File: src/rtl/cricket_pkg.sv
// Shared types and constants for the T20 scoring datapath.
// Holds the delivery event codes, the innings state encoding and the extras ceiling.
package cricket_pkg;

    typedef enum logic [1:0] {
        EV_LEGAL  = 2'd0,
        EV_WIDE   = 2'd1,
        EV_NOBALL = 2'd2,
        EV_WICKET = 2'd3
    } ev_code_e;

    typedef enum logic [2:0] {
        S_IDLE  = 3'd0,
        S_INN1  = 3'd1,
        S_BREAK = 3'd2,
        S_INN2  = 3'd3,
        S_DONE  = 3'd4
    } state_e;

    localparam logic [7:0] EXTRAS_MAX = 8'd255;

endpackage

File: src/rtl/innings_counter.sv
// Per-innings counters: legal balls, completed overs, balls in the current over,
// wickets and saturating extras. clr restarts the counters for a new innings.
module innings_counter
    import cricket_pkg::*;
#(
    parameter int OVERS          = 20,
    parameter int BALLS_PER_OVER = 6,
    parameter int BALL_W         = $clog2(OVERS * BALLS_PER_OVER + 1),
    parameter int OVER_W         = $clog2(OVERS + 1)
) (
    input  logic              clk,
    input  logic              rst,
    input  logic              clr,
    input  logic              inc_ball,
    input  logic              inc_wkt,
    input  logic              inc_extra,
    output logic [BALL_W-1:0] ball,
    output logic [OVER_W-1:0] over_count,
    output logic [3:0]        ball_in_over,
    output logic [3:0]        wickets,
    output logic [7:0]        extras
);

    localparam logic [3:0] BIO_LAST = 4'(BALLS_PER_OVER - 1);

    logic [BALL_W-1:0] ball_q, ball_d;
    logic [OVER_W-1:0] over_q, over_d;
    logic [3:0]        bio_q, bio_d;
    logic [3:0]        wkt_q, wkt_d;
    logic [7:0]        extras_q, extras_d;

    always_comb begin
        ball_d   = ball_q;
        over_d   = over_q;
        bio_d    = bio_q;
        wkt_d    = wkt_q;
        extras_d = extras_q;
        if (clr) begin
            ball_d   = '0;
            over_d   = '0;
            bio_d    = '0;
            wkt_d    = '0;
            extras_d = '0;
        end else begin
            if (inc_ball) begin
                ball_d = ball_q + BALL_W'(1);
                // Completing the over rolls balls-in-over back to zero.
                if (bio_q == BIO_LAST) begin
                    bio_d  = '0;
                    over_d = over_q + OVER_W'(1);
                end else begin
                    bio_d = bio_q + 4'd1;
                end
            end
            if (inc_wkt) begin
                wkt_d = wkt_q + 4'd1;
            end
            if (inc_extra && (extras_q != EXTRAS_MAX)) begin
                extras_d = extras_q + 8'd1;
            end
        end
    end

    always_ff @(posedge clk) begin
        if (rst) begin
            ball_q   <= '0;
            over_q   <= '0;
            bio_q    <= '0;
            wkt_q    <= '0;
            extras_q <= '0;
        end else begin
            ball_q   <= ball_d;
            over_q   <= over_d;
            bio_q    <= bio_d;
            wkt_q    <= wkt_d;
            extras_q <= extras_d;
        end
    end

    assign ball         = ball_q;
    assign over_count   = over_q;
    assign ball_in_over = bio_q;
    assign wickets      = wkt_q;
    assign extras       = extras_q;

endmodule

File: src/rtl/innings_tracker.sv
// Two-innings T20 delivery tracker: match FSM, per-team ball registers and innings termination.
// Optional free-hit handling is enabled by defining FREE_HIT_EN.
module innings_tracker
    import cricket_pkg::*;
#(
    parameter int OVERS          = 20,
    parameter int BALLS_PER_OVER = 6,
    parameter int MAX_WICKETS    = 10,
    parameter int BALL_W         = $clog2(OVERS * BALLS_PER_OVER + 1),
    parameter int OVER_W         = $clog2(OVERS + 1)
) (
    input  logic              clk,
    input  logic              rst,
    input  logic              start,
    input  logic              ev_valid,
    input  logic [1:0]        ev_code,
    output logic              team,
    output logic [BALL_W-1:0] ball_count,
    output logic [BALL_W-1:0] team_1_ball,
    output logic [BALL_W-1:0] team_2_ball,
    output logic [OVER_W-1:0] over_count,
    output logic [3:0]        ball_in_over,
    output logic [3:0]        wickets,
    output logic [7:0]        extras,
    output logic              innings_done,
    output logic              game_over,
    output logic              free_hit
);

    localparam logic [BALL_W-1:0] BALL_LAST = BALL_W'(OVERS * BALLS_PER_OVER - 1);
    localparam logic [3:0]        WKT_LAST  = 4'(MAX_WICKETS - 1);

    state_e            state_q, state_d;
    logic              innings_done_q, innings_done_d;
    logic [BALL_W-1:0] t1_ball_q, t1_ball_d;
    logic [BALL_W-1:0] t2_ball_q, t2_ball_d;
    logic [BALL_W-1:0] inn_ball;
    ev_code_e          code;
    logic              act, fh_now, clr;
    logic              inc_ball, inc_wkt, inc_extra, limit;

    assign code = ev_code_e'(ev_code);
    assign act  = ev_valid && ((state_q == S_INN1) || (state_q == S_INN2));

`ifdef FREE_HIT_EN
    logic free_hit_q, free_hit_d;

    always_comb begin
        free_hit_d = free_hit_q;
        if (clr) begin
            free_hit_d = 1'b0;
        end else if (act) begin
            case (code)
                EV_NOBALL: free_hit_d = 1'b1;
                EV_LEGAL:  free_hit_d = 1'b0;
                EV_WICKET: free_hit_d = 1'b0;
                default:   free_hit_d = free_hit_q;
            endcase
        end
    end

    always_ff @(posedge clk) begin
        if (rst) free_hit_q <= 1'b0;
        else     free_hit_q <= free_hit_d;
    end

    assign fh_now   = free_hit_q;
    assign free_hit = free_hit_q;
`else
    assign fh_now   = 1'b0;
    assign free_hit = 1'b0;
`endif

    // A wicket on a free hit still counts as a legal ball, just without the dismissal.
    assign inc_ball  = act && ((code == EV_LEGAL) || (code == EV_WICKET));
    assign inc_wkt   = act && (code == EV_WICKET) && !fh_now;
    assign inc_extra = act && ((code == EV_WIDE) || (code == EV_NOBALL));
    assign limit     = (inc_ball && (inn_ball == BALL_LAST)) ||
                       (inc_wkt && (wickets == WKT_LAST));

    always_comb begin
        state_d        = state_q;
        innings_done_d = 1'b0;
        clr            = 1'b0;
        case (state_q)
            S_IDLE:  if (start) state_d = S_INN1;
            S_INN1: begin
                if (limit) begin
                    state_d        = S_BREAK;
                    innings_done_d = 1'b1;
                end
            end
            S_BREAK: begin
                if (start) begin
                    state_d = S_INN2;
                    clr     = 1'b1;
                end
            end
            S_INN2: begin
                if (limit) begin
                    state_d        = S_DONE;
                    innings_done_d = 1'b1;
                end
            end
            S_DONE:  state_d = S_DONE;
            default: state_d = S_IDLE;
        endcase
    end

    always_comb begin
        t1_ball_d = t1_ball_q;
        t2_ball_d = t2_ball_q;
        if (inc_ball && (state_q == S_INN1)) t1_ball_d = t1_ball_q + BALL_W'(1);
        if (inc_ball && (state_q == S_INN2)) t2_ball_d = t2_ball_q + BALL_W'(1);
    end

    always_ff @(posedge clk) begin
        if (rst) begin
            state_q        <= S_IDLE;
            innings_done_q <= 1'b0;
            t1_ball_q      <= '0;
            t2_ball_q      <= '0;
        end else begin
            state_q        <= state_d;
            innings_done_q <= innings_done_d;
            t1_ball_q      <= t1_ball_d;
            t2_ball_q      <= t2_ball_d;
        end
    end

    innings_counter #(
        .OVERS          (OVERS),
        .BALLS_PER_OVER (BALLS_PER_OVER),
        .BALL_W         (BALL_W),
        .OVER_W         (OVER_W)
    ) u_counter (
        .clk          (clk),
        .rst          (rst),
        .clr          (clr),
        .inc_ball     (inc_ball),
        .inc_wkt      (inc_wkt),
        .inc_extra    (inc_extra),
        .ball         (inn_ball),
        .over_count   (over_count),
        .ball_in_over (ball_in_over),
        .wickets      (wickets),
        .extras       (extras)
    );

    assign team         = (state_q == S_BREAK) || (state_q == S_INN2) || (state_q == S_DONE);
    assign team_1_ball  = t1_ball_q;
    assign team_2_ball  = t2_ball_q;
    assign ball_count   = team ? t2_ball_q : t1_ball_q;
    assign innings_done = innings_done_q;
    assign game_over    = (state_q == S_DONE);

endmodule

File: config.mk
export PLATFORM = sky130hd
export DESIGN_NAME = innings_tracker
export DESIGN_NICKNAME = d
export VERILOG_FILES = /design/src/rtl/cricket_pkg.sv /design/src/rtl/innings_counter.sv /design/src/rtl/innings_tracker.sv
export SDC_FILE = /design/constraint.sdc
export NUM_CORES = 1
export LEC_CHECK = 0
export BUFFER_PORTS_ARGS = -buffer_cell sky130_fd_sc_hd__clkbuf_2
export CORE_MARGIN = 2
export CORE_UTILIZATION = 42
export CTS_CLUSTER_DIAMETER = 60
export DETAILED_ROUTE_END_ITERATION = 7
export HOLD_SLACK_MARGIN = 0.1
export PLACE_DENSITY_LB_ADDON = 0.2
export SYNTH_ARGS = -nofsm -noshare
export SYNTH_HDL_FRONTEND = slang
export SYNTH_SLANG_ARGS = --single-unit
File: constraint.sdc
create_clock -name clk -period 3.6 [get_ports clk]
set_clock_uncertainty 0.15 [all_clocks]
set_input_delay 0.18 -clock clk [delete_from_list [all_inputs] [get_ports clk]]
set_output_delay 0.18 -clock clk [all_outputs]
set_load 0.01 [all_outputs]
## Word-level counts from Yosys, hierarchy flattened

Cells that the tools add are included.

| word-level totals | value |
|---|---|
| register bits after elaboration | 46 |
| input port bits | 6 |
| output and inout port bits | 46 |
| word-level logic and storage cells | 64 |

| operators by class | value |
|---|---|
| add/subtract/negate cells | 7 |
| equal/unequal tests | 15 |
| multiplexer cells | 10 |
| bitwise operators | 1 |
| reductions and logical operators | 22 |

Operator list:

| kind | count |
|---|---|
| adder 7 x 1 -> 7 bit, second input constant | 3 |
| case mux 3 bit (5 select lines) | 1 |
| two-way mux 3 bit | 4 |
| logical AND 1 bit | 9 |
| adder 4 x 1 -> 4 bit, second input constant | 2 |
| adder 8 x 1 -> 8 bit, second input constant | 1 |
| != test 2 bit, second input constant | 4 |
| != test 8 bit, second input constant | 1 |
| == test 7 bit, second input constant | 1 |
| two-way mux 7 bit | 1 |
| == test 3 x 2 -> 1 bit, second input constant | 2 |
| logical OR 1 bit | 6 |
| OR reduction 2 bit | 3 |
| adder 5 x 1 -> 5 bit, second input constant | 1 |
| == test 2 bit, second input constant | 2 |
| == test 4 x 3 -> 1 bit, second input constant | 1 |
| == test 4 bit, second input constant | 1 |
| two-way mux 4 bit | 1 |
| AND reduction 4 bit | 1 |
| == test 3 x 1 -> 1 bit, second input constant | 1 |
| == test 3 bit, second input constant | 1 |
| zero test 3 bit | 1 |
| two-way mux 1 bit | 3 |
| == test 2 x 1 -> 1 bit, second input constant | 1 |
| 3 further kinds | 3 |

## Longest topological paths before layout

| logic depth | value |
|---|---|
| depth after elaboration | 8 |
| gate-level depth with buffers | 7 |
| mapped depth without buffers | 6 |

## Modules after synthesis

A second synthesis with hierarchy kept.

| unflattened totals | value |
|---|---|
| cells, all modules | 249 |
| area total of the unflattened synthesis | 2242.2 µm² |

By module, submodules not included:

| module | instances | cells an instance | area each (µm²) | sequential area each (µm²) |
|---|---|---|---|---|
| innings_counter | 1 | 137 | 1256.2 | 560.5 |
| innings_tracker | 1 | 112 | 985.9 | 360.3 |

## Worst setup path before layout

Ideal clock, no wire load.

| timing | value |
|---|---|
| kind | register -> output |
| start | register state_q[2] |
| end | output port ball_count[0] |
| data arrival time | 1.379 ns |
| data required time | 3.270 ns |
| path slack | 1.891 ns |
| cell stages (with the launch flop) | 4 |
| buffers on the path | 0 |
| cells stage by stage | dfxtp_1 nor3b_1 nor2_2 mux2_2 |

| on the way | value |
|---|---|
| elaborated cells on any way between the ends | 6 |
| classes of those cells | 3 x eq/ne; 1 x mux; 2 x reduce/logical |

RTL lines:

| item | RTL line | source |
|---|---|---|
| from (decl) | innings_tracker.sv:33 | `state_e state_q, state_d;` |
| from (signal assigned) | innings_tracker.sv:124 | `state_q <= state_d;` |
| == test 3 bit | n/a |  |
| named net game_over | innings_tracker.sv:26 | `output logic game_over,` |
| logical OR 1 bit | innings_tracker.sv:150 | `assign team = (state_q == S_BREAK) \|\| (state_q == S_INN2) \|\| (state_q == S_DONE);` |
| two-way mux 7 bit | innings_tracker.sv:153 | `assign ball_count = team ? t2_ball_q : t1_ball_q;` |
| to (decl) | innings_tracker.sv:18 | `output logic [BALL_W-1:0] ball_count,` |

The timed path passes the listed nets, and every way through them passes these cells.

## Worst setup path after layout

| timing | value |
|---|---|
| start | register state_q[1] |
| end | output port ball_count[3] |

| on the way | value |
|---|---|
| longest elaborated chain between the ends | 4 |
| elaborated cells on any way between the ends | 6 |
| classes of those cells | 3 x eq/ne; 1 x mux; 2 x reduce/logical |

RTL lines:

| item | RTL line |
|---|---|
| == test 3 x 2 -> 1 bit | innings_tracker.sv:150 |
| logical OR 1 bit | innings_tracker.sv:150 |
| logical OR 1 bit * | innings_tracker.sv:150 |
| two-way mux 7 bit * | innings_tracker.sv:153 |

Mark *: on every way between the ends. The rest lies on a longest branch, timed or not.

==> summary.md <==
| Metric | Value |
|---|---|
| Most common cell after layout, fill and taps aside | `clkbuf_2` |
| Number of synthesized flops with an enable pin | `0` |
| Critical Path Fanout Max | `15` |
| Status | `finished, final reports clean` |
| Combinational Power Share | `5.1%` |
| Max cap viols | `0` |
| Number of clock sinks | `46` |
| Fmax | `428 MHz` |
| Largest net degree at the start of global routing | `29` |
| Crit Path Class | `reg -> out` |
| YS warnings | `0` |
| DRT Wirelength | `~4100 µm` |
| Pwr Density | `337 nW/µm²` |
| Seq pwr share | `60.8%` |
| Clock power frac | `34.2%` |
| P_int | `between 0.6 and 0.7 mW` |
| Final worst path period need | `2.34 ns` |
| Main synth FF type | `dfxtp_1` |
| Buf/Inv on CP | `1` |
| #FFs+latches synth | `46` |
| Sequential share of the synthesized area | `between 40% and 50%` |
| Dominant cells by area after synthesis | `dfxtp_1 42%, xor2_1 8.8%, nor2_1 6.7%` |
| Fill cell count | `roughly 490` |
| Crit share post-route | `64.9%` |
| Nets | `301` |
| CTS tree | `yes` |
| GRT Resource Usage Total | `14.8%` |
| Wire length of the first global-routing pass | `7090 µm` |
| Crit start category | `flop` |
| ANT nets after route | `0` |
| Sw Share | `22.6%` |
| Crit-path slowest cell | `dfxtp_1` |
| H-tree Lvls | `2` |
| Number of global-route vias before repair | `between 1.5k and 2k` |
| Post-synth cell types | `39` |
| Post-route setup TNS | `0 ns` |
| Fin. Hold Viols | `0` |
| Layout area overhead | `16.5%` |
| IO Pins | `52` |
| Yosys top cell by area | `dfxtp_1` |
| Die Wd | `76.2 µm` |
| Std cell rows | `26` |
| Clock root cell | `clkbuf_8` |
| Psw | `0.194 mW` |
| Cts bufs inserted | `5` |
| Core ar. | `roughly 5000 µm²` |
| Die H | `76.2 µm` |
| Proportion of layout cells with a drive suffix above 1 | `between 20% and 30%` |
| Initial core utilization | `a little over two fifths` |
| Slew Viols, Final | `0` |
| Vias/cell | `4.90` |
| VDD IR-drop max | `184 µV` |
| DRT Pass-1 Iters | `4` |
| Post-synth ARST share | `0%` |
| Total grt overflow | `0` |
| Worst-margin pin slew | `0.892 ns` |
| DR WL/cell | `11.5 µm` |
| Post-synth top area share | `between 40% and 50%` |
| Largest stage delay, worst path | `0.62 ns` |
| Worst Setup End Kind | `output pin` |
| Commonest cells after routing, fill and taps aside | `50 x clkbuf_2, 46 x dfxtp_1, 39 x nor2_1` |
| Antenna Cells | `0` |
| Critical Path RT | `about 3.3 ns` |
| Setup Viol. Count Final | `0` |
| Avg Inst Size Synth | `between 9 and 10 µm²` |
| CP arrival | `2.01 ns` |
| Clk pin slew, worst setup/hold paths | `0.08 ns` |
| Leakage power figure | `1.11 nW` |
| Global placement routability congestion | `~0.72` |
| Hold slack | `about 0.15 ns` |
| HP Class | `in -> reg` |
| Synth Cell Area | `2190 µm²` |
| Initial antenna violation count | `0` |
| CP cell instances | `nor3b_1 > nor2_2 > mux2_2 > clkbuf_2` |
| Detailed Route Iter0 Violations | `57` |
| RSZ-0062 raised after global routing | `false` |
| Remaining DRCs | `0` |
| Total die area | `between 5000 and 6000 µm²` |
| Sequential cell area | `921 µm²` |
| Vias | `around 1.8k` |
| Top Family by Delay on Critical Path | `flip-flops` |
| Number of port buffers | `50` |
| Final HPWL DP | `2890 µm` |
| Cts repair resizes | `0` |
| Synthesized net count | `approximately 260` |
| Clock latency on the worst-skew pair | `0.29 ns` |
| Relative slew slack | `roughly 41%` |
| CTS Buffer Depth | `2` |
| Area of the multi-input gates | `roughly 1200 µm²` |
| Mapped Cells | `241` |
## cells by family (layout without fill, tap and decap cells)
family          Yosys count  after routing  share of synthesized area (%)
other cells               1              1                          0.171
compound gates           20             20                           6.24
mux                       9              9                           4.52
buf+inv                  15             61                           3.43
simple gates            109            109                           25.7
flops                    46             46                           42.1
xor+xnor                 33             33                           13.2
fa+ha+maj                 8              8                           4.58
## final timing paths
path	cells after the start	slack, ns	start	endpoint
setup / recovery	4	1.26	state_q[1]$_SDFFE_PP0P_	ball_count[3]
hold / removal	2	0.15	rst	team_1_ball[1]$_SDFFE_PP0P_
setup reg to reg	3	1.57	state_q[1]$_SDFFE_PP0P_	u_counter.ball_in_over[2]$_SDFFE_PP0N_
hold reg to reg	2	0.33	u_counter.ball[1]$_SDFFE_PP0N_	u_counter.ball[1]$_SDFFE_PP0N_
## stage by stage
step | utilization [%] | instances | power (mW) | setup slack [ns] | instance area [µm²]
after global routing | 50.2 | 357 | 0.902 | 1.11 | 2550
after floorplan | - | 241 | 0.566 | 1.89 | 2190
final | 50.2 | 357 | 0.858 | 1.26 | 2550
after detailed placement | 48.5 | 349 | 0.577 | 1.54 | 2460
after global placement | 48.5 | 349 | 0.577 | 1.58 | 2460
after CTS | 50.2 | 357 | 0.872 | 1.26 | 2550
## layout make-up
cell class	count	share of cell area, %
multi-input combinational	180	46.8
sequential	46	36.1
timing repair buffer	51	10.2
tap	70	3.44
clock buffer	7	3.00
inverter	3	0.442
## worst register-to-register path, stage by stage, from the launching register on
cell and delay (ns):
dfxtp_1 0.62, and2b_1 0.25, a21o_1 0.72, nor3_1 0.14
## power by group through the flow
stage | combinational [mW] | sequential [mW] | clock [mW]
6_report | 0.0435 | 0.522 | 0.293
5_1_grt | 0.0492 | 0.523 | 0.330
4_1_cts | 0.0443 | 0.522 | 0.306
3_5_place_dp | 0.0434 | 0.534 | 0
3_3_place_gp | 0.0429 | 0.534 | 0
2_1_floorplan | 0.0331 | 0.533 | 0
## flip-flops by register name, summed over array words and instances (netlist names)
name	count
state_q	3
innings_done	1
u_counter.extras	8
u_counter.over_count	5
u_counter.ball_in_over	4
team_2_ball	7
u_counter.wickets	4
team_1_ball	7
u_counter.ball	7
## synthesized netlist by cell type (all sizes together) (2+ instances only)
library cell	n
xnor2	11
or3	2
nor3	5
and2	3
nor2b	2
o211ai	2
and4bb	2
and3	6
mux2	7
and4b	2
inv	3
nor3b	2
a21oi	7
nand3	13
buf	9
mux2i	2
o21ai	5
xor2	22
nor2	40
and2b	2
and3b	2
ha	8
nand4	9
a31oi	2
clkbuf	3
nand2	16
dfxtp	46
## per-layer routing
metal / global-route usage (%) / part of all wire, % / up-vias
li1: - / - / 912
met1: 19.1 / 50 / 792
met2: 23.5 / 43 / 39
met3: 3.91 / 4.9 / 7
met4: 6.55 / 1.7 / 0
met5: 0 / 0 / -
## timing repair
item / in CTS / in global routing
setup endpoints to repair: 0 / 0
hold buffers: 1 / 0
hold endpoints to repair: 1 / 0
buffers inserted: 0 / 0
Note: power is estimated with default switching activity, not from simulation.
